$ cat src/rtl/writeback_arbiter_if.sv
// Writeback bundle: ALU/LSU result handshakes, issue-stage destination,
// register-file write port and pending-write scoreboard.
interface writeback_arbiter_if #(
   parameter int unsigned xlen = 32
) ();
   logic            alu_valid;
   logic            alu_ready;
   logic [4:0]      alu_rd;
   logic [xlen-1:0] alu_data;
   logic            lsu_valid;
   logic            lsu_ready;
   logic [4:0]      lsu_rd;
   logic [xlen-1:0] lsu_data;
   logic            issue_valid;
   logic [4:0]      issue_rd;
   logic            w_valid;
   logic [4:0]      w_ad;
   logic [xlen-1:0] w_data;
   logic [31:0]     busy;

   // Arbiter side
   modport slave (
      input  alu_valid, alu_rd, alu_data,
      input  lsu_valid, lsu_rd, lsu_data,
      input  issue_valid, issue_rd,
      output alu_ready, lsu_ready,
      output w_valid, w_ad, w_data, busy
   );

   // Producer / register-file / issue side
   modport master (
      output alu_valid, alu_rd, alu_data,
      output lsu_valid, lsu_rd, lsu_data,
      output issue_valid, issue_rd,
      input  alu_ready, lsu_ready,
      input  w_valid, w_ad, w_data, busy
   );
endinterface

$ cat src/rtl/writeback_arbiter.sv
// Round-robin writeback arbiter between ALU and LSU results, driving a
// registered register-file write port and a pending-write scoreboard.
module writeback_arbiter #(
   parameter int unsigned xlen = 32
) (
   input  logic                clk,
   input  logic                rst_n,
   writeback_arbiter_if.slave  bus
);

   typedef enum logic {
      PREF_ALU = 1'b0,
      PREF_LSU = 1'b1
   } rr_state_e;

   rr_state_e       ptr_q, ptr_d;
   logic            w_valid_q, w_valid_d;
   logic [4:0]      w_ad_q, w_ad_d;
   logic [xlen-1:0] w_data_q, w_data_d;
   logic [31:0]     busy_q, busy_d;

   logic            alu_grant;
   logic            lsu_grant;
   logic            grant;
   logic            contended;
   logic [4:0]      grant_rd;
   logic [xlen-1:0] grant_data;

   // Grant selection: single requester always wins, contention follows the pointer
   always_comb begin
      contended  = bus.alu_valid & bus.lsu_valid;
      alu_grant  = rst_n & bus.alu_valid & (~bus.lsu_valid | (ptr_q == PREF_ALU));
      lsu_grant  = rst_n & bus.lsu_valid & (~bus.alu_valid | (ptr_q == PREF_LSU));
      grant      = alu_grant | lsu_grant;
      grant_rd   = alu_grant ? bus.alu_rd   : bus.lsu_rd;
      grant_data = alu_grant ? bus.alu_data : bus.lsu_data;
   end

   // Next-state: pointer, output stage and scoreboard
   always_comb begin
      ptr_d = ptr_q;
      if (contended) begin
         ptr_d = (ptr_q == PREF_ALU) ? PREF_LSU : PREF_ALU;
      end

      // x0 results are consumed but never written; address/data hold otherwise
      w_valid_d = grant && (grant_rd != 5'd0);
      w_ad_d    = w_ad_q;
      w_data_d  = w_data_q;
      if (w_valid_d) begin
         w_ad_d   = grant_rd;
         w_data_d = grant_data;
      end

      // Set term is ORed after the clear so a same-edge re-issue stays busy
      busy_d = '0;
      for (int unsigned i = 1; i < 32; i++) begin
         busy_d[i] = (bus.issue_valid && (bus.issue_rd == 5'(i)))
                   | (busy_q[i] & ~(grant && (grant_rd == 5'(i))));
      end
   end

   // State registers with asynchronous clear
   always_ff @(posedge clk or negedge rst_n) begin
      if (!rst_n) begin
         ptr_q     <= PREF_ALU;
         w_valid_q <= 1'b0;
         w_ad_q    <= '0;
         w_data_q  <= '0;
         busy_q    <= '0;
      end else begin
         ptr_q     <= ptr_d;
         w_valid_q <= w_valid_d;
         w_ad_q    <= w_ad_d;
         w_data_q  <= w_data_d;
         busy_q    <= busy_d;
      end
   end

   assign bus.alu_ready = alu_grant;
   assign bus.lsu_ready = lsu_grant;
   assign bus.w_valid   = w_valid_q;
   assign bus.w_ad      = w_ad_q;
   assign bus.w_data    = w_data_q;
   assign bus.busy      = busy_q;

endmodule

$ cat src/flat_wrapper.sv
// flat-port wrapper written by rule: the top's interface ports become plain ports
module writeback_arbiter_flat 
#(
   parameter int unsigned xlen = 32
)
  (clk, rst_n, bus_alu_valid, bus_alu_rd, bus_alu_data, bus_lsu_valid, bus_lsu_rd, bus_lsu_data, bus_issue_valid, bus_issue_rd, bus_alu_ready, bus_lsu_ready, bus_w_valid, bus_w_ad, bus_w_data, bus_busy);
  writeback_arbiter_if #(.xlen(xlen)) bus_i ();
  input  logic clk;
  input  logic rst_n;
  input wire logic [$bits(bus_i.alu_valid)-1:0] bus_alu_valid;
  input wire logic [$bits(bus_i.alu_rd)-1:0] bus_alu_rd;
  input wire logic [$bits(bus_i.alu_data)-1:0] bus_alu_data;
  input wire logic [$bits(bus_i.lsu_valid)-1:0] bus_lsu_valid;
  input wire logic [$bits(bus_i.lsu_rd)-1:0] bus_lsu_rd;
  input wire logic [$bits(bus_i.lsu_data)-1:0] bus_lsu_data;
  input wire logic [$bits(bus_i.issue_valid)-1:0] bus_issue_valid;
  input wire logic [$bits(bus_i.issue_rd)-1:0] bus_issue_rd;
  output wire logic [$bits(bus_i.alu_ready)-1:0] bus_alu_ready;
  output wire logic [$bits(bus_i.lsu_ready)-1:0] bus_lsu_ready;
  output wire logic [$bits(bus_i.w_valid)-1:0] bus_w_valid;
  output wire logic [$bits(bus_i.w_ad)-1:0] bus_w_ad;
  output wire logic [$bits(bus_i.w_data)-1:0] bus_w_data;
  output wire logic [$bits(bus_i.busy)-1:0] bus_busy;
  assign bus_i.alu_valid = bus_alu_valid;
  assign bus_i.alu_rd = bus_alu_rd;
  assign bus_i.alu_data = bus_alu_data;
  assign bus_i.lsu_valid = bus_lsu_valid;
  assign bus_i.lsu_rd = bus_lsu_rd;
  assign bus_i.lsu_data = bus_lsu_data;
  assign bus_i.issue_valid = bus_issue_valid;
  assign bus_i.issue_rd = bus_issue_rd;
  assign bus_alu_ready = bus_i.alu_ready;
  assign bus_lsu_ready = bus_i.lsu_ready;
  assign bus_w_valid = bus_i.w_valid;
  assign bus_w_ad = bus_i.w_ad;
  assign bus_w_data = bus_i.w_data;
  assign bus_busy = bus_i.busy;
  writeback_arbiter #(.xlen(xlen)) u_core (.clk(clk), .rst_n(rst_n), .bus(bus_i));
endmodule
$ cat config.mk
export PLATFORM = sky130hd
export DESIGN_NAME = writeback_arbiter_flat
export DESIGN_NICKNAME = d
export VERILOG_FILES = /design/src/rtl/writeback_arbiter_if.sv /design/src/rtl/writeback_arbiter.sv /design/src/flat_wrapper.sv
export SDC_FILE = /design/constraint.sdc
export NUM_CORES = 1
export LEC_CHECK = 0
export ABC_AREA = 1
export BUFFER_PORTS_ARGS = -buffer_cell sky130_fd_sc_hd__buf_2
export CAP_MARGIN = 20
export CORE_ASPECT_RATIO = 0.5
export CORE_MARGIN = 10
export CORE_UTILIZATION = 44
export CTS_CLUSTER_DIAMETER = 40
export DETAILED_ROUTE_END_ITERATION = 6
export PLACE_DENSITY = 0.78
export SLEW_MARGIN = 0
export SYNTH_ARGS = -nofsm -noshare
export SYNTH_HDL_FRONTEND = slang
export SYNTH_SLANG_ARGS = --single-unit
$ cat constraint.sdc
create_clock -name clk -period 1.7 [get_ports clk]
set_clock_uncertainty 0.05 [all_clocks]
set_input_delay 0.255 -clock clk [delete_from_list [all_inputs] [get_ports clk]]
set_output_delay 0.255 -clock clk [all_outputs]
set_load 0.02 [all_outputs]
; ---- Word-level counts from Yosys, hierarchy flattened
; Index checks and enable logic that the tools add are counted.
[totals]
mem_count = 0
inputBits = 84
register_bits = 70
ram_bits = 0
latchBits = 0
wordCells = 238
rom_bits = 0
[classes]
n_reduce_logical = 64
eq_ne = 62
n_div = 0
n_mul = 0
n_bitwise = 104
n_lt_le_gt_ge = 0
n_addsub = 0
mux = 3
shifts = 0
[ops]
columns = cell, count
row1 = "equality test 5 bit, second input constant", 32
row2 = "equality test 5 x 4 -> 1 bit, second input constant", 16
row3 = logical AND 1 bit, 63
row4 = "equality test 5 x 3 -> 1 bit, second input constant", 8
row5 = bitwise AND 1 bit, 36
row6 = inverter 1 bit, 34
row7 = bitwise OR 1 bit, 34
row8 = 2-to-1 mux 32 bit, 1
row9 = "equality test 5 x 2 -> 1 bit, second input constant", 4
row10 = "equality test 5 x 1 -> 1 bit, second input constant", 2
row11 = 2-to-1 mux 5 bit, 1
row12 = nonzero test 5 bit, 1
row13 = 2-to-1 mux 1 bit, 1

; ---- Depth between registers and ports, before layout
; Gate-level depths: netlist of the first run.
[depth]
ltp_word = 9
mapped_depth = 13
mapped_depth_nobuf = 11

; ---- Worst setup path before layout of the first run
; OpenSTA, ideal clock, no wires.
[synth_path]
kind = register to register
startpoint = reg u_core.ptr_q
endpoint = reg u_core.w_data_q[23] (netlist: u_core.bus.w_data[23])
arrival_time_ns = 1.592
path_stages_with_launch = 10
path_slack_ns = -0.060
n_path_buf = 2
required_time_ns = 1.532
synth_period_minus_slack_ns = 1.760
cell_sequence = dfrtp_1 > inv_1 > a21oi_1 > nor2_2 > nor2_4 > inv_2 > buf_6 > buf_6 > nand3_1 > nand2_1
[synth_between]
elab_cells_between_ends = 10
[synth_rtl]
columns = element, line_no
row1 = start: declaration, writeback_arbiter.sv:16  ; rr_state_e ptr_q, ptr_d;
row2 = start signal: assignment, writeback_arbiter.sv:72  ; ptr_q <= ptr_d;
row3 = bitwise OR 1 bit, writeback_arbiter.sv:33  ; lsu_grant = rst_n & bus.lsu_valid & (~bus.alu_valid | (ptr_q == PREF_LSU));
row4 = bitwise AND 1 bit, writeback_arbiter.sv:33
row5 = net bus_lsu_ready, flat_wrapper.sv:19  ; output wire logic [$bits(bus_i.lsu_ready)-1:0] bus_lsu_ready;
row6 = bitwise OR 1 bit, writeback_arbiter.sv:34  ; grant = alu_grant | lsu_grant;
row7 = logical AND 1 bit, writeback_arbiter.sv:47  ; w_valid_d = grant && (grant_rd != 5'd0);
row8 = end signal: assignment, writeback_arbiter.sv:75  ; w_data_q <= w_data_d;
row9 = end: declaration, writeback_arbiter.sv:19  ; logic [xlen-1:0] w_data_q, w_data_d;
; The timed path passes the listed nets, and every way through them passes these cells.
; A chain may end at the register's enable or synchronous reset.

; ---- Final worst setup path of the first run
[layout_path]
startpoint = reg u_core.ptr_q
endpoint = out bus_alu_ready
[layout_between]
elab_chain_cells = 3
[layout_lines]
columns = element, line_no
row1 = inverter 1 bit, writeback_arbiter.sv:32  ; alu_grant = rst_n & bus.alu_valid & (~bus.lsu_valid | (ptr_q == PREF_ALU));
row2 = bitwise OR 1 bit, writeback_arbiter.sv:32
row3 = bitwise AND 1 bit, writeback_arbiter.sv:32
row4 = end: declaration, flat_wrapper.sv:18  ; output wire logic [$bits(bus_i.alu_ready)-1:0] bus_alu_ready;
; Every way passes these cells.

==> out/summary.log, run 1 <==
qor: drt.detail-route-antenna-nets 0
qor: floorplan.floorplan.io_pins 156
qor: logic_synthesis.yosys_warnings 0
qor: power_and_ir_drop.vdd.ir_drop.worst 679 uV
qor: power_and_ir_drop.switching_share 0.401
qor: floorplan.initial_utilization 0.449
qor: power_and_ir_drop.power.share.combinational 0.414
qor: power_and_ir_drop.cellLeakagePower 0.00301 uW
qor: global_route.grt_max_degree 65
qor: drt.route.vias.total 3894
qor: worst_setup_path.crit_path_end_kind primary output
qor: timing.final_period_minus_worst_setup_slack 1.62 ns
qor: flow_run.cap_viol_max_count 0
qor: logic_synthesis.total_nets_after_synthesis 604
qor: worst_setup_path.criticalPathCategory reg -> out
qor: placement.dpl.hpwl 8770 um
qor: floorplan.design.core.area 0.00868 sq mm
qor: clocking.cts_htree_levels 3
qor: global_route.grt_usage 0.174
qor: clocking.clk_transition_reported_paths 0.05 ns
qor: logic_synthesis.cell_area_after_synthesis 0.00390 sq mm
qor: worst_setup_path.r2r.worst_path.cells 10
qor: power_and_ir_drop.sequential_power_share 0.356
qor: worst_setup_path.worst_ep_arrival_time 1.32 ns
qor: logic_synthesis.synth_cell_types 28
qor: timing.setup_viol_count_final 0
qor: clocking.clock_tree_from_tritoncts done
qor: timing.final.hold.worst_slack 0.141 ns
qor: clocking.clk_root_buffer_cell sky130_fd_sc_hd__clkbuf_16
qor: placement.placed_cell_area 0.00486 sq mm
qor: floorplan.die_w 153 um
qor: placement.dpl_worst_slack 0.0115 ns
qor: drt.avgViaCountPerCell 4.84
qor: timing.timing.final.ws_setup 0.0752 ns
qor: final_layout.drive_above_1_share 0.355
qor: drt.detail_route.first_pass.iterations 4
qor: timing.grt_setup_unrepaired true
qor: placement.port_buffer_cells 154
qor: logic_synthesis.count_of_flip_flops_with_a_built_in_enable_after_synthesis 0
qor: power_and_ir_drop.total_switching_power 2860 uW
qor: worst_setup_path.critical_path.max_fanout 17
qor: drt.route.detailed.wl_per_inst 15.0 um
qor: worst_setup_path.start_kind flop
qor: floorplan.fp.dieArea 0.0133 sq mm
qor: global_route.grt_antenna_before_repair 0
qor: clocking.tritoncts_num_sinks 70
qor: timing.fmax 615 MHz
qor: final_layout.area.growth.synth_to_final 36.1%
qor: timing.worstMarginPinSlew 0.818 ns
qor: floorplan.die_h 86.6 um
qor: clocking.cts-root-to-sink-buffers 2
qor: power_and_ir_drop.power.clock.fraction 0.230
qor: timing.report.final.slew_viol_count 0
qor: status.outcome finished, final reports clean
qor: timing.min_period_over_period 0.956
qor: global_route.grt_pass1_wl 19300 um
qor: drt.finalWirelength 12000 um
qor: final_layout.num-fill-cells 816
qor: clocking.clock_latency 0.33 ns
qor: final_layout.layout.nets 769
qor: worst_setup_path.worst-endpoint-required 1.39 ns
qor: floorplan.row_count 24
qor: global_route.number_of_global_route_vias_before_repair 3880
qor: final_layout.final_cell_area 0.00531 sq mm
qor: hold_path.worst_hold_path_type in -> async
qor: logic_synthesis.async_flop_share 1.00
qor: power_and_ir_drop.post-layout-total-power 7150 uW
qor: logic_synthesis.avgSynthCellArea 7.50 sq um
qor: logic_synthesis.gate_count_post_synth 520
qor: timing.slew-limit-headroom 0.455
qor: power_and_ir_drop.power_density 1350 mW/mm^2
qor: clocking.cts_inserted_buffers 9
qor: global_route.globalRouteOverflowTotal 0
qor: placement.place_congestion 0.872
qor: logic_synthesis.synth.yosys.seq_area_share 0.449
qor: timing.hold_viol_final 0
qor: logic_synthesis.synth.ff_latch_count 70
qor: drt.count_of_unresolved_drc_violations_after_routing 0
qor: drt.drt-initial-drc-count 221
qor: logic_synthesis.dominantRegCellSynth sky130_fd_sc_hd__dfrtp_1
qor: power_and_ir_drop.power_internal 4280 uW
qor: final_layout.antenna_fix_cells 0
[sequential cells by signal (all words and copies together), names as in the netlist]
register,count
u_core.bus.busy,31
u_core.bus.w_valid,1
u_core.bus.w_data,32
u_core.bus.w_ad,5
u_core.ptr_q,1
[cell usage in the layout, fill, tap and decap left out]
| cell | instances |
|---|---|
| sky130_fd_sc_hd__o21ai_0 | 3 |
| sky130_fd_sc_hd__xor2_1 | 1 |
| sky130_fd_sc_hd__buf_2 | 153 |
| sky130_fd_sc_hd__nor2_8 | 2 |
| sky130_fd_sc_hd__nand2_1 | 259 |
| sky130_fd_sc_hd__conb_1 | 1 |
| sky130_fd_sc_hd__clkbuf_16 | 11 |
| sky130_fd_sc_hd__nand2_2 | 4 |
| sky130_fd_sc_hd__nor2_1 | 24 |
| sky130_fd_sc_hd__nand3_2 | 21 |
| sky130_fd_sc_hd__inv_2 | 2 |
| sky130_fd_sc_hd__inv_4 | 1 |
| sky130_fd_sc_hd__nand2_4 | 8 |
| sky130_fd_sc_hd__nor2_2 | 5 |
| sky130_fd_sc_hd__clkbuf_8 | 1 |
| sky130_fd_sc_hd__buf_8 | 1 |
| sky130_fd_sc_hd__clkinv_2 | 3 |
| sky130_fd_sc_hd__dlygate4sd3_1 | 1 |
| sky130_fd_sc_hd__or2_2 | 2 |
| sky130_fd_sc_hd__nand3_1 | 64 |
| sky130_fd_sc_hd__o21ai_2 | 1 |
| sky130_fd_sc_hd__nand3_4 | 1 |
| sky130_fd_sc_hd__a21oi_2 | 1 |
| sky130_fd_sc_hd__buf_4 | 13 |
| sky130_fd_sc_hd__dfrtp_1 | 70 |
| sky130_fd_sc_hd__buf_12 | 8 |
| sky130_fd_sc_hd__nand4_1 | 1 |
| sky130_fd_sc_hd__buf_6 | 1 |
| sky130_fd_sc_hd__nand2_8 | 2 |
| sky130_fd_sc_hd__nor2_4 | 2 |
| sky130_fd_sc_hd__inv_1 | 18 |
| sky130_fd_sc_hd__clkbuf_1 | 2 |
| sky130_fd_sc_hd__bufbuf_16 | 1 |
[cells by family after synthesis]
family,after synthesis,synth area share
other cells,1,0.000962
xor+xnor,1,0.00225
buf+inv,48,0.0690
compound gates,5,0.00738
simple gates,395,0.471
flops,70,0.449
[power groups by stage]
| stage | clock [uW] | combinational (uW) | sequential [uW] |
|---|---|---|---|
| 2_1_floorplan | 0 | 1080 | 3230 |
| 5_1_grt | 1760 | 3240 | 2620 |
| 3_5_place_dp | 0 | 2840 | 2560 |
| 3_3_place_gp | 0 | 2790 | 2550 |
| 4_1_cts | 1690 | 2900 | 2540 |
| 6_report | 1640 | 2960 | 2550 |
[routing by layer]
metal / vias up / global-route usage / routed length, um
li1: 1953 / - / -
met1: 1814 / 0.206 / 5110
met4: 0 / 0.0456 / 115
met2: 115 / 0.306 / 6080
met5: - / 0 / 0
met3: 12 / 0.0499 / 738
[synthesized netlist by cell type, types with 2 or more instances]
| library cell | instances | share of area |
|---|---|---|
| sky130_fd_sc_hd__buf_1 | 3 | 0.0029 |
| sky130_fd_sc_hd__buf_12 | 2 | 0.010 |
| sky130_fd_sc_hd__buf_2 | 5 | 0.0064 |
| sky130_fd_sc_hd__buf_4 | 4 | 0.0077 |
| sky130_fd_sc_hd__buf_6 | 3 | 0.0087 |
| sky130_fd_sc_hd__clkbuf_1 | 8 | 0.0077 |
| sky130_fd_sc_hd__dfrtp_1 | 70 | 0.45 |
| sky130_fd_sc_hd__inv_1 | 18 | 0.017 |
| sky130_fd_sc_hd__inv_2 | 3 | 0.0029 |
| sky130_fd_sc_hd__nand2_1 | 261 | 0.25 |
| sky130_fd_sc_hd__nand2_2 | 3 | 0.0048 |
| sky130_fd_sc_hd__nand2_4 | 9 | 0.026 |
| sky130_fd_sc_hd__nand3_1 | 65 | 0.083 |
| sky130_fd_sc_hd__nand3_2 | 20 | 0.051 |
| sky130_fd_sc_hd__nor2_1 | 28 | 0.027 |
| sky130_fd_sc_hd__nor2_4 | 2 | 0.0058 |
| sky130_fd_sc_hd__nor2_8 | 2 | 0.010 |
| sky130_fd_sc_hd__o21ai_0 | 3 | 0.0039 |
| sky130_fd_sc_hd__or2_2 | 2 | 0.0032 |
[worst paths after layout]
kind | startpoint | end | slack, ns
setup reg to reg | u_core.ptr_q | u_core.bus.w_data[27] | 0.08
max in group asynchronous | rst_n | u_core.ptr_q | 0.86
min in group clk | bus_issue_rd[4] | u_core.bus.busy[31] | 0.15
hold reg to reg | u_core.bus.busy[6] | u_core.bus.busy[6] | 0.41
hold / removal | rst_n | u_core.bus.w_data[20] | 0.14
setup / recovery | u_core.ptr_q | bus_alu_ready | 0.08
[repair_timing]
item,CTS,global route
pin swaps,2,1
hold endpoints to repair,6,0
endpoints found under the setup margin,1,28
cloned,1,2
buffers inserted,2,2
gates resized for setup,5,13
hold buffers,1,0
[critical path: stages, from the launching register on]
cell	delay [ns]
sky130_fd_sc_hd__dfrtp_1	0.40
sky130_fd_sc_hd__nand2_4	0.12
sky130_fd_sc_hd__nand2_8	0.09
sky130_fd_sc_hd__inv_4	0.09
sky130_fd_sc_hd__buf_12	0.16
sky130_fd_sc_hd__buf_6	0.13
[metrics by stage]
stage | utilization | setup TNS (ns) | std cells
2_1_floorplan | - | 0 | 520
3_3_place_gp | 0.560 | 0 | 783
3_5_place_dp | 0.560 | 0 | 783
4_1_cts | 0.598 | 0 | 801
5_1_grt | 0.611 | -0.0115 | 805
6_report | 0.611 | 0 | 805
[layout make-up]
cell class / count / area (sq um) / area share
clock buffers: 12 / 246 / 0.0465
clock inverters: 2 / 10.0 / 0.00189
inverters: 22 / 86.3 / 0.0163
multi-input cells: 402 / 1920 / 0.362
flip-flops and latches: 70 / 1750 / 0.330
well taps: 117 / 146 / 0.0276
repair buffers: 180 / 1140 / 0.215
No activity file was read; power rests on OpenSTA's default activity.
==> run 2: changes to the inputs <==
--- a/config.mk
+++ b/config.mk
@@ -10,10 +10,10 @@
 export CAP_MARGIN = 20
 export CORE_ASPECT_RATIO = 0.5
 export CORE_MARGIN = 10
-export CORE_UTILIZATION = 44
+export CORE_UTILIZATION = 49
 export CTS_CLUSTER_DIAMETER = 40
 export DETAILED_ROUTE_END_ITERATION = 6
-export PLACE_DENSITY = 0.78
+export PLACE_DENSITY = 0.82
 export SLEW_MARGIN = 0
 export SYNTH_ARGS = -nofsm -noshare
 export SYNTH_HDL_FRONTEND = slang
==> constraint.sdc (replaced) <==
create_clock -name clk -period 1.8 [get_ports clk]
set_clock_uncertainty 0.05 [all_clocks]
set_input_delay 0.27 -clock clk [delete_from_list [all_inputs] [get_ports clk]]
set_output_delay 0.27 -clock clk [all_outputs]
set_load 0.02 [all_outputs]
==> out/summary.log, run 2 (same netlist as run 1, synthesis figures left out) <==
qor: clocking.postCtsSetupBuffers 0 [-2]
qor: final_layout.area.growth.synth_to_final 33.0%
qor: status.outcome finished, final reports clean
qor: placement.placed_cells_incl_taps 771 [-1.5%]
qor: worst_setup_path.crit_path_end_kind primary output
qor: drt.avgViaCountPerCell 4.93 [+2.0%]
qor: drt.detail-route-antenna-nets 0 [unchanged]
qor: floorplan.fp.dieArea 0.0121 sq mm [-8.4%]
qor: global_route.grt_usage 0.188 [+0.0140]
qor: global_route.grt_max_degree 47 [-28%]
qor: timing.fin_setup_tns 0 ns [unchanged]
qor: final_layout.layout.cells.most_common sky130_fd_sc_hd__nand2_1
qor: worst_setup_path.critical_path.max_fanout 17 [unchanged]
qor: global_route.globalRouteOverflowTotal 0 [unchanged]
qor: final_layout.layout.nets 760 [-1.2%]
qor: floorplan.die_w 146 um [-4.6%]
qor: drt.met2RoutedLength 5970 um [-1.8%]
qor: clocking.clock_tree_from_tritoncts done
qor: final_layout.drive_above_1_share 0.336 [-0.0184]
qor: global_route.grt_pass1_wl 19100 um [-0.68%]
qor: final_layout.largest_register_ff_count 32 [unchanged]
qor: drt.count_of_unresolved_drc_violations_after_routing 0 [unchanged]
qor: global_route.number_of_global_route_vias_before_repair 3876 [-0.10%]
qor: flow_run.cap_viol_max_count 0 [unchanged]
qor: final_layout.antenna_fix_cells 0 [unchanged]
qor: clocking.cts_inserted_buffers 9 [unchanged]
qor: worst_setup_path.worst_ep_arrival_time 1.42 ns [+0.10 ns]
qor: power_and_ir_drop.cellLeakagePower 0.00295 uW [-2.0%]
qor: worst_setup_path.criticalPathCategory reg -> out
qor: power_and_ir_drop.power_density 1330 mW/mm^2 [-1.4%]
qor: timing.setup_viol_count_final 0 [unchanged]
qor: clocking.cts-root-to-sink-buffers 2 [unchanged]
qor: timing.slew-limit-headroom 0.613 [+0.158]
qor: drt.met1_length 4860 um [-5.0%]
qor: floorplan.die_h 83.1 um [-4.0%]
qor: hold_path.worst_hold_path_type in -> async
qor: drt.route.detailed.wl_per_inst 15.0 um [about the same]
qor: final_layout.num-fill-cells 638 [-22%]
qor: timing.report.final.slew_viol_count 0 [unchanged]
qor: placement.place_congestion 0.894 [+2.5%]
qor: worst_setup_path.worst-endpoint-required 1.48 ns [+0.09 ns]
qor: drt.finalWirelength 11800 um [-2.0%]
qor: clocking.clock_latency 0.33 ns [about the same]
qor: worst_setup_path.start_kind flop
qor: global_route.grt_antenna_before_repair 0 [unchanged]
qor: final_layout.final-instance-count-excl-fill 789 [-2.0%]
qor: power_and_ir_drop.vdd.ir_drop.worst 876 uV [+29%]
qor: clocking.clk_root_buffer_cell sky130_fd_sc_hd__clkbuf_16
qor: floorplan.floorplan.io_pins 156 [unchanged]
qor: final_layout.most_frequent_cells_in_the_layout sky130_fd_sc_hd__nand2_1 (261), sky130_fd_sc_hd__buf_2 (153), sky130_fd_sc_hd__dfrtp_1 (70)
qor: drt.wl_met3 777 um [+5.3%]
qor: timing.final_period_minus_worst_setup_slack 1.74 ns
qor: floorplan.initial_utilization 0.519 [+0.0695]
qor: timing.min_period_over_period 0.966
qor: timing.worstMarginPinSlew 0.580 ns [-0.238 ns]
qor: drt.route.vias.total 3893 [-0.026%]
qor: drt.drt-initial-drc-count 258 [+17%]
qor: placement.port_buffer_cells 154 [unchanged]
qor: drt.topmost_layer_with_routed_signal_wires met4
qor: floorplan.row_count 22 [-8.3%]
qor: timing.fmax 575 MHz
qor: floorplan.design.core.area 0.00751 sq mm [-13%]
qor: clocking.tritoncts_num_sinks 70 [unchanged]
qor: drt.detail_route.first_pass.iterations 5 [+1]
qor: placement.dpl.hpwl 8600 um [-1.9%]
qor: timing.hold_viol_final 0 [unchanged]
qor: clocking.clk_transition_reported_paths 0.05 ns [about the same]
qor: timing.grt_setup_unrepaired false
qor: clocking.cts_htree_levels 3 [unchanged]
run 2: layer usage:
metal / GRT usage / up-vias
met5: 0 / -
met4: 0.0502 / 0
met3: 0.0606 / 17
met2: 0.327 / 127
met1: 0.218 / 1814
li1: - / 1935
run 2: worst max-delay path: stages (launching register included):
cell                      delay, ns
sky130_fd_sc_hd__dfrtp_1       0.38
sky130_fd_sc_hd__nand2_2       0.16
sky130_fd_sc_hd__nand2_8       0.11
sky130_fd_sc_hd__inv_4         0.11
sky130_fd_sc_hd__buf_12        0.16
sky130_fd_sc_hd__buf_4         0.15
run 2: layout make-up:
cell class / instances / area [sq um] / share of cell area
well taps: 108 / 135 / 0.0261
flip-flops and latches: 70 / 1750 / 0.338
inverters: 22 / 86.3 / 0.0167
repair buffers: 171 / 1020 / 0.197
clock buffers: 13 / 260 / 0.0502
multi-input cells: 402 / 1890 / 0.364
clock inverters: 3 / 42.5 / 0.00821
run 2: timing repair:
action,in CTS,in global routing
endpoints found under the setup margin,1,1
hold endpoints to repair,24,0
gates cloned,0,1
gates resized for setup,4,2
hold buffers,1,0
run 2: through the flow:
step | instance area (sq um) | util | total power (uW) | hold slack [ns] | setup WS, ns
after floorplan | 3900 | - | 4070 | -0.0756 | 0.0403
after global routing | 5180 | 0.690 | 7280 | 0.0778 | 0.00151
after CTS | 5150 | 0.685 | 6920 | 0.0433 | 0.0148
final | 5180 | 0.690 | 6890 | 0.0160 | 0.0606
after global placement | 4820 | 0.641 | 5020 | 0.268 | 0.153
after detailed placement | 4820 | 0.641 | 5080 | 0.282 | 0.0754
run 2: worst paths after layout:
kind	slack (ns)	from	cells after the start	endpoint
setup / recovery	0.06	u_core.ptr_q	5	bus_alu_ready
min in group clk	0.17	bus_lsu_valid	3	u_core.ptr_q
setup reg to reg	0.13	u_core.ptr_q	9	u_core.bus.busy[16]
hold reg to reg	0.41	u_core.bus.busy[7]	2	u_core.bus.busy[7]
max in group asynchronous	0.98	rst_n	3	u_core.bus.w_data[11]
hold / removal	0.02	rst_n	2	u_core.bus.busy[1]
run 2: power breakdown:
group	switching, uW	internal [uW]	total (uW)
combinational	1780	914	2690
sequential	290	2100	2390
clock	661	1150	1810
total	2730	4160	6890
==> run 3: changes to the inputs <==
--- a/config.mk
+++ b/config.mk
@@ -10,10 +10,10 @@
 export CAP_MARGIN = 20
 export CORE_ASPECT_RATIO = 0.5
 export CORE_MARGIN = 10
-export CORE_UTILIZATION = 49
+export CORE_UTILIZATION = 46
 export CTS_CLUSTER_DIAMETER = 40
 export DETAILED_ROUTE_END_ITERATION = 6
-export PLACE_DENSITY = 0.82
+export PLACE_DENSITY = 0.77
 export SLEW_MARGIN = 0
 export SYNTH_ARGS = -nofsm -noshare
 export SYNTH_HDL_FRONTEND = slang
==> out/summary.log, run 3 (same netlist as run 1, synthesis figures left out) <==
qor: hold_path.worst_hold_path_type in -> async
qor: worst_setup_path.criticalPathCategory reg -> out
qor: clocking.cts_inserted_buffers 9 [unchanged]
qor: worst_setup_path.start_kind flop
qor: final_layout.multi_input_area 0.00189 sq mm [unchanged]
qor: clocking.clk_transition_reported_paths 0.05 ns [about the same]
qor: final_layout.most_frequent_cells_in_the_layout sky130_fd_sc_hd__nand2_1 (261), sky130_fd_sc_hd__buf_2 (153), sky130_fd_sc_hd__dfrtp_1 (70)
qor: clocking.clock_tree_from_tritoncts done
qor: global_route.grt_max_degree 71 [+51%]
qor: worst_setup_path.worst_ep_arrival_time 1.41 ns [about the same]
qor: timing.fin_setup_tns 0 ns [unchanged]
qor: timing.grt_setup_unrepaired false
qor: final_layout.antenna_fix_cells 0 [unchanged]
qor: global_route.grt_pass1_wl 18300 um [-4.4%]
qor: clocking.tritoncts_num_sinks 70 [unchanged]
qor: final_layout.num-fill-cells 715 [+12%]
qor: drt.detail-route-antenna-nets 0 [unchanged]
qor: floorplan.row_count 23 [+4.5%]
qor: global_route.gr-usage-met2 0.291 [-0.0365]
qor: final_layout.finish.utilization 0.635 [-0.0550]
qor: drt.drt-initial-drc-count 230 [-11%]
qor: drt.route.detailed.wl_per_inst 14.4 um [-4.0%]
qor: clocking.clock_latency 0.33 ns [about the same]
qor: worst_setup_path.critical_path.max_fanout 17 [unchanged]
qor: power_and_ir_drop.power_density 1300 mW/mm^2 [-2.0%]
qor: timing.min_period_over_period 0.962 [-0.00471]
qor: timing.worstMarginPinSlew 0.891 ns [+0.310 ns]
qor: global_route.number_of_global_route_vias_before_repair 3719 [-4.1%]
qor: clocking.cts-root-to-sink-buffers 2 [unchanged]
qor: global_route.grt_usage 0.173 [-0.0152]
qor: timing.final_period_minus_worst_setup_slack 1.73 ns [-0.00849 ns]
qor: global_route.grt_antenna_before_repair 0 [unchanged]
qor: global_route.grtUsageMet3 0.0561 [-0.00446]
qor: timing.fmax 578 MHz [+0.49%]
qor: floorplan.fp.dieArea 0.0128 sq mm [+5.3%]
qor: timing.slew-limit-headroom 0.406 [-0.207]
qor: placement.dpl.hpwl 8570 um [-0.32%]
qor: power_and_ir_drop.cellLeakagePower 0.00294 uW [-0.41%]
qor: status.outcome finished, final reports clean
qor: final_layout.layout.cells.most_common sky130_fd_sc_hd__nand2_1
qor: drt.finalWirelength 11400 um [-3.6%]
qor: timing.report.final.slew_viol_count 0 [unchanged]
qor: floorplan.floorplan.io_pins 156 [unchanged]
qor: final_layout.drive_above_1_share 0.338 [+0.00197]
qor: drt.avgViaCountPerCell 4.78 [-3.2%]
qor: worst_setup_path.worst-endpoint-required 1.48 ns [about the same]
qor: floorplan.die_h 85.1 um [+2.4%]
qor: global_route.busiest_layer met2
qor: placement.place_congestion 0.879 [-1.7%]
qor: final_layout.area.growth.synth_to_final 32.1%
qor: timing.final.hold.worst_slack 0.129 ns [+0.113 ns]
qor: floorplan.initial_utilization 0.480 [-0.0384]
qor: global_route.grt_util_met1 0.208 [-0.0102]
qor: clocking.clk_root_buffer_cell sky130_fd_sc_hd__clkbuf_16
qor: power_and_ir_drop.vdd.ir_drop.worst 808 uV [-7.8%]
qor: placement.port_buffer_cells 154 [unchanged]
qor: clocking.postCtsSetupBuffers 0 [unchanged]
qor: drt.route.vias.total 3783 [-2.8%]
qor: flow_run.cap_viol_max_count 0 [unchanged]
qor: drt.count_of_unresolved_drc_violations_after_routing 0 [unchanged]
qor: timing.setup_viol_count_final 0 [unchanged]
qor: global_route.globalRouteOverflowTotal 0 [unchanged]
qor: clocking.cts_htree_levels 3 [unchanged]
qor: drt.detail_route.first_pass.iterations 4 [-1]
qor: worst_setup_path.crit_path_end_kind primary output
qor: final_layout.layout.nets 759 [-0.13%]
qor: floorplan.die_w 150 um [+2.8%]
qor: floorplan.design.core.area 0.00812 sq mm [+8.0%]
qor: final_layout.largest_register_ff_count 32 [unchanged]
qor: timing.hold_viol_final 0 [unchanged]
qor: final_layout.register_area 0.00175 sq mm [unchanged]
[run 3: repair_timing]
item | 4_1_cts | 5_1_grt
gates resized for setup | 4 | 2
endpoints found under the setup margin | 1 | 1
gates cloned | 0 | 1
hold buffers | 0 | 0
[run 3: path summary, 6_finish.rpt]
kind	from	endpoint	slack (ns)	cells after the start
setup / recovery	u_core.ptr_q	bus_alu_ready	0.07	5
hold / removal	rst_n	u_core.bus.busy[17]	0.13	2
setup reg to reg	u_core.ptr_q	u_core.bus.busy[4]	0.12	9
hold reg to reg	u_core.bus.busy[6]	u_core.bus.busy[6]	0.42	2
max in group asynchronous	rst_n	u_core.bus.w_data[10]	0.98	2
min in group clk	bus_alu_valid	u_core.ptr_q	0.18	3
[run 3: where the power goes]
| group | total, uW | switching (uW) | internal, uW |
|---|---|---|---|
| registers | 2380 | 285 | 2100 |
| logic | 2650 | 1750 | 905 |
| clock network | 1670 | 630 | 1040 |
| total | 6710 | 2660 | 4040 |
[run 3: worst max-delay path: stages, from the launching register on]
cell and delay, ns:
sky130_fd_sc_hd__dfrtp_1 0.38, sky130_fd_sc_hd__nand2_2 0.16, sky130_fd_sc_hd__nand2_8 0.11, sky130_fd_sc_hd__inv_4 0.11
sky130_fd_sc_hd__buf_12 0.15, sky130_fd_sc_hd__buf_4 0.15
[run 3: cell type report]
type | count | area share
Sequential cell | 70 | 0.340
Multi-Input combinational cell | 402 | 0.366
Inverter | 22 | 0.0168
Timing Repair Buffer | 170 | 0.194
Clock inverter | 3 | 0.00340
Clock buffer | 13 | 0.0525
Tap cell | 112 | 0.0272
[run 3: metal layers]
| layer | wire (um) | up-vias |
|---|---|---|
| met3 | 838 | 10 |
| met2 | 5620 | 110 |
| li1 | - | 1930 |
| met4 | 99 | 0 |
| met5 | 0 | - |
| met1 | 4820 | 1733 |
[run 3: per-stage QoR]
stage / total power (uW) / cells / setup slack (ns) / cell area (sq um)
3_5_place_dp: 5070 / 775 / 0.0964 / 4810
5_1_grt: 7140 / 792 / 0.00691 / 5150
2_1_floorplan: 4070 / 520 / 0.0403 / 3900
6_report: 6710 / 792 / 0.0690 / 5150
3_3_place_gp: 5010 / 775 / 0.146 / 4810
4_1_cts: 6760 / 791 / 0.0218 / 5110
